<file path="src/rtl/addslice_rr_sequencer.sv">
`default_nettype none
// ============================================================================
// Module   : addslice_rr_sequencer
// Brief    : Round-robin sharing of one external 4-bit adder slice between two
//            requesters; wide add performed one nibble per cycle, LSB first.
// Revision : 1.0 - initial release
// ============================================================================
module addslice_rr_sequencer #(
    parameter int NIBBLES = 4
) (
    input  logic                   clk,
    input  logic                   rst_n,
    input  logic                   req0_valid,
    output logic                   req0_ready,
    input  logic [4*NIBBLES-1:0]   req0_a,
    input  logic [4*NIBBLES-1:0]   req0_b,
    input  logic                   req1_valid,
    output logic                   req1_ready,
    input  logic [4*NIBBLES-1:0]   req1_a,
    input  logic [4*NIBBLES-1:0]   req1_b,
    output logic [3:0]             add_a,
    output logic [3:0]             add_b,
    output logic                   add_cin,
    input  logic [3:0]             add_sum,
    input  logic                   add_cout,
    output logic                   res_valid,
    input  logic                   res_ready,
    output logic [4*NIBBLES-1:0]   res_sum,
    output logic                   res_cout,
    output logic                   res_id,
    output logic                   busy
);

    localparam int c_WIDTH = 4 * NIBBLES;
    localparam int c_IDX_W = $clog2(NIBBLES);
    localparam logic [c_IDX_W-1:0] c_LAST_IDX = c_IDX_W'(NIBBLES - 1);

    localparam logic [1:0] c_IDLE = 2'd0;
    localparam logic [1:0] c_RUN  = 2'd1;
    localparam logic [1:0] c_DONE = 2'd2;

    logic [1:0]          r_state;
    logic                r_rr;
    logic [c_WIDTH-1:0]  r_a;
    logic [c_WIDTH-1:0]  r_b;
    logic [c_WIDTH-1:0]  r_sum;
    logic                r_carry;
    logic                r_cout;
    logic                r_id;
    logic                r_res_valid;
    logic                r_busy;
    logic [c_IDX_W-1:0]  r_idx;

    logic w_idle;
    logic w_run;
    logic w_grant0;
    logic w_grant1;
    logic w_acc0;
    logic w_acc1;

    // Reset gates ready so no handshake can be advertised while held in reset.
    assign w_idle   = (r_state == c_IDLE) && rst_n;
    assign w_run    = (r_state == c_RUN);
    assign w_grant0 = req0_valid && (!req1_valid || !r_rr);
    assign w_grant1 = req1_valid && (!req0_valid ||  r_rr);

    assign req0_ready = w_idle && w_grant0;
    assign req1_ready = w_idle && w_grant1;
    assign w_acc0     = req0_valid && req0_ready;
    assign w_acc1     = req1_valid && req1_ready;

    // Operand registers shift right each RUN cycle, so the live nibble is always [3:0].
    assign add_a   = w_run ? r_a[3:0] : 4'h0;
    assign add_b   = w_run ? r_b[3:0] : 4'h0;
    assign add_cin = w_run ? r_carry  : 1'b0;

    assign res_valid = r_res_valid;
    assign res_sum   = r_sum;
    assign res_cout  = r_cout;
    assign res_id    = r_id;
    assign busy      = r_busy;

    always_ff @(posedge clk or negedge rst_n) begin
        if (!rst_n) begin
            r_state     <= c_IDLE;
            r_rr        <= 1'b0;
            r_a         <= '0;
            r_b         <= '0;
            r_sum       <= '0;
            r_carry     <= 1'b0;
            r_cout      <= 1'b0;
            r_id        <= 1'b0;
            r_res_valid <= 1'b0;
            r_busy      <= 1'b0;
            r_idx       <= '0;
        end else begin
            case (r_state)
                c_IDLE: begin
                    if (w_acc0 || w_acc1) begin
                        r_a     <= w_acc1 ? req1_a : req0_a;
                        r_b     <= w_acc1 ? req1_b : req0_b;
                        r_id    <= w_acc1;
                        r_carry <= 1'b0;
                        r_idx   <= '0;
                        r_busy  <= 1'b1;
                        r_state <= c_RUN;
                    end
                end
                c_RUN: begin
                    r_a     <= r_a >> 4;
                    r_b     <= r_b >> 4;
                    // Sum nibbles enter at the top; after NIBBLES steps nibble 0 sits at [3:0].
                    r_sum   <= {add_sum, r_sum[c_WIDTH-1:4]};
                    r_carry <= add_cout;
                    if (r_idx == c_LAST_IDX) begin
                        r_cout      <= add_cout;
                        r_res_valid <= 1'b1;
                        r_state     <= c_DONE;
                    end else begin
                        r_idx <= r_idx + 1'b1;
                    end
                end
                c_DONE: begin
                    if (res_ready) begin
                        r_res_valid <= 1'b0;
                        r_busy      <= 1'b0;
                        r_rr        <= !r_id;
                        r_state     <= c_IDLE;
                    end
                end
                default: begin
                    r_state <= c_IDLE;
                end
            endcase
        end
    end

endmodule
`default_nettype wire

</file>
<file path="config.mk">
export PLATFORM = sky130hd
export DESIGN_NAME = addslice_rr_sequencer
export DESIGN_NICKNAME = d
export VERILOG_FILES = /design/src/rtl/addslice_rr_sequencer.sv
export SDC_FILE = /design/constraint.sdc
export NUM_CORES = 1
export LEC_CHECK = 0
export ABC_AREA = 1
export CAP_MARGIN = 25
export CORE_MARGIN = 3
export CORE_UTILIZATION = 47
export CTS_BUF_LIST = sky130_fd_sc_hd__clkbuf_4 sky130_fd_sc_hd__clkbuf_8
export CTS_CLUSTER_SIZE = 8
export DETAILED_ROUTE_END_ITERATION = 8
export HOLD_SLACK_MARGIN = 0.06
export PLACE_DENSITY = 0.92
export SETUP_SLACK_MARGIN = 0.15
export SLEW_MARGIN = 20
export SYNTH_ARGS = -nofsm -noshare
export SYNTH_HDL_FRONTEND = slang
export SYNTH_SLANG_ARGS = --single-unit
</file>
<file path="constraint.sdc">
create_clock -name clk -period 1.95 [get_ports clk]
set_input_delay 0.39 -clock clk [delete_from_list [all_inputs] [get_ports clk]]
set_output_delay 0.39 -clock clk [all_outputs]
set_load 0.01 [all_outputs]
</file>
==> results by group <==
Critical path
  • WP data required: 1.56 ns
  • CP Launch Type: flip-flop
  • CP delay by family, top: buffers and inverters
  • Critical Path End Type: output pin
  • CP max stage delay: 0.43 ns
  • Worst Path Max Fanout: 2
  • Worst path most repeated cell: nand2_4
  • CP max-delay cell: dfrtp_1
  • Critical Path AT: 1.48 ns
  • Crit path cell chain: buf_6, inv_4, nand2_4, nor2_4, buf_4, nand2_4, inv_2, buf_2
  • CP bufs+invs: 5
  • CP Class: reg2out

Logic synthesis
  • Synthesized area per cell: 7.13 um^2
  • Synth Area in Adders: 0.406%
  • Synth cell types: 21
  • Synth warn: 0
  • Main combinational cell family by area after synthesis: simple AND/OR/NAND/NOR gates
  • Synth Area in Compound Gates: 2.03%
  • Syn Nets: 507
  • Post-Syn Area: 3080 um^2
  • Sequential share of the synthesized area: 47.1%
  • Synthesis-stage register bit count: 58
  • Post-synthesis simple-gate area fraction: 43.2%
  • Mux contribution to synthesized area: 0.366%
  • XOR/XNOR Fraction of Synth Area: 0%
  • Post-Syn Instances: 432

STA
  • Number of hold violations in the final report: 0
  • Setup TNS: 0 ns
  • RSZ-0062 raised after global routing: true
  • Max-slew violations: 0
  • Worst-margin pin slew: 0.723 ns
  • FMAX: 534 MHz
  • Final setup vio count: 0
  • Tcrit/Tclk final: 96.0%
  • Clk_skew: 0.00585 ns
  • Min Tclk post-route: 1.87 ns
  • Worst hold slack: 0.215 ns
  • Relative slew margins: 51.8%

Pwr
  • Pwr Density: 1470 nW/um^2
  • Sw power: 2.76 mW
  • Cell leakage power: 2.37 nW
  • Combinational share of power: 53.8%
  • Worst vdd ir: 0.994 mV
  • Pint: 3.86 mW
  • Clock share of power: 15.0%
  • Seq pwr share: 31.2%
  • Net Sw Frac: 41.7%

Cells and area
  • Non-filler instance count after layout: 625
  • Fraction of layout cells with a size suffix above 1: 12.7%
  • Layout fillers: 439
  • Design area: 4510 um^2
  • Antenna Cells: 0
  • Final nets: 621
  • Commonest non-fill, non-tap cell in the layout: nand2_1
  • Commonest non-fill, non-tap cells in the layout: 199 x nand2_1, 92 x clkdlybuf4s50_1, 91 x nand3_1
  • Area Overhead vs Synth: 46.3%

Clock tree
  • Clk sinks: 58
  • Clk buf depth: 2
  • Root Driver: clkbuf_8
  • Worst-path clk slew: 0.06 ns
  • CTS H-tree depth: 3
  • TritonCTS Buffers: 9
  • TritonCTS clock tree: yes
  • Worst-Skew Late Latency: 0.34 ns
  • CTS Hold Buffers Added: 0

Detailed routing
  • Final WL: 9.10 mm
  • DRC Markers: 0
  • DR iter-0 viols: 349
  • Drt wl/cell: 14.6 um
  • Routed Antenna Nets: 0
  • Total number of vias: 3298
  • Vias per cell: 5.28
  • DRT Pass-1 Iters: 5

Floorplanning
  • # IOs: 105
  • Total Die Area: 7560 um^2
  • Die span in x: 87.0 um
  • Die Y-Extent: 87.0 um
  • Rows: 28
  • Initial Utilization: 50.2%
  • Core area: 6130 um^2

Hold path
  • Tightest Hold Check Type: in2async

Global routing
  • First-pass GRT wire length: 14.2 mm
  • Vias in the first global route: 3215
  • Initial antenna violation count: 0
  • Overflow after GRT: 0
  • All-Layer GR Usage: 23.9%
  • Largest net degree at the start of global routing: 59

Place
  • Detailed Place HPWL: 5.88 mm
  • IO Port Bufs: 104
  • RD Place Congestion: 0.789
  • Post-DP Area: 4240 um^2
  • Placed cells: 600

Status
  • Status: finished clean

Flow run
  • Max Cap Viol: 0
## synth_stat cells, drive strengths merged
cell type	instances	area, um^2
nor2	15	81.3
clkbuf	14	52.6
inv	23	86.3
nand3	91	455
ha	1	12.5
o21ai	10	50.1
nand2	203	787
buf	13	73.8
dfrtp	58	1450
a21oi	1	5.00
o31ai	1	7.51
nand4	1	6.26
mux2	1	11.3
## through the flow
step | setup slack, ns | power (mW) | utilization [%]
global route | 0.0618 | 7.11 | 73.5
global placement | -0.231 | 5.27 | 69.2
CTS | 0.0373 | 6.43 | 72.5
detailed placement | -0.247 | 5.39 | 69.2
floorplan | 0.347 | 3.99 | -
finish | 0.0787 | 6.62 | 73.5
## worst register-to-register path, stage by stage (launching register included)
cell and delay (ns):
dfrtp_1 0.42, buf_6 0.13, inv_4 0.04, nand2_4 0.07
nor2_4 0.04, buf_4 0.13, nand2_4 0.06, buf_4 0.29
nand2_4 0.10, nor2_4 0.16, buf_12 0.16, nand2_1 0.08
nand2_1 0.07
## power groups by stage
| stage | Clock, mW | Sequential (mW) | Combinational, mW |
|---|---|---|---|
| 2_1_floorplan | 0 | 2.08 | 1.91 |
| 3_3_place_gp | 0 | 2.04 | 3.23 |
| 3_5_place_dp | 0 | 2.05 | 3.34 |
| 4_1_cts | 1.00 | 2.05 | 3.38 |
| 5_1_grt | 1.06 | 2.11 | 3.94 |
| 6_report | 0.996 | 2.06 | 3.56 |
## state kept, by name, indices dropped and copies added (netlist names)
register   cells
busy           1
r_a           16
r_b           16
r_carry        1
r_idx          2
r_rr           1
r_state        2
res_cout       1
res_id         1
res_sum       16
res_valid      1
## final timing paths
path / cells after the start / slack, ns / from / endpoint
setup / recovery: 8 / 0.08 / r_state[1]$_DFFE_PN0P_ / req0_ready
hold / removal: 2 / 0.21 / rst_n / res_sum[15]$_DFFE_PN0P_
setup reg to reg: 12 / 0.12 / r_state[1]$_DFFE_PN0P_ / r_a[13]$_DFFE_PN0P_
hold reg to reg: 2 / 0.48 / r_b[2]$_DFFE_PN0P_ / r_b[2]$_DFFE_PN0P_
max in group asynchronous: 2 / 1.26 / rst_n / r_b[5]$_DFFE_PN0P_
min in group clk: 2 / 0.48 / r_b[2]$_DFFE_PN0P_ / r_b[2]$_DFFE_PN0P_
## kinds of logic after synthesis
group	after synthesis
compound gates	12
fa+ha+maj	1
buf+inv	50
flops	58
mux	1
simple gates	310
## repair_timing
item / in CTS / in global routing
gates resized for setup: 46 / 9
buffers inserted: 5 / 4
pin swaps: 1 / 1
endpoints found under the setup margin: 18 / 42
gates cloned: 0 / 1
## routing by layer
metal,global-route usage [%],share of wire [%]
met5,0,0
met4,11.3,2.2
met3,7.95,10
met2,39.2,49
met1,28.1,39
## final cells by class
type / instances / area (um^2) / area share [%]
Sequential cell: 58 / 1450 / 32.2
Timing Repair Buffer: 130 / 1270 / 28.2
Multi-Input combinational cell: 324 / 1430 / 31.6
Clock inverter: 3 / 15.0 / 0.333
Clock buffer: 12 / 159 / 3.53
Tap cell: 75 / 93.8 / 2.08
Inverter: 23 / 91.3 / 2.03
(Power assumes the default switching activity.)
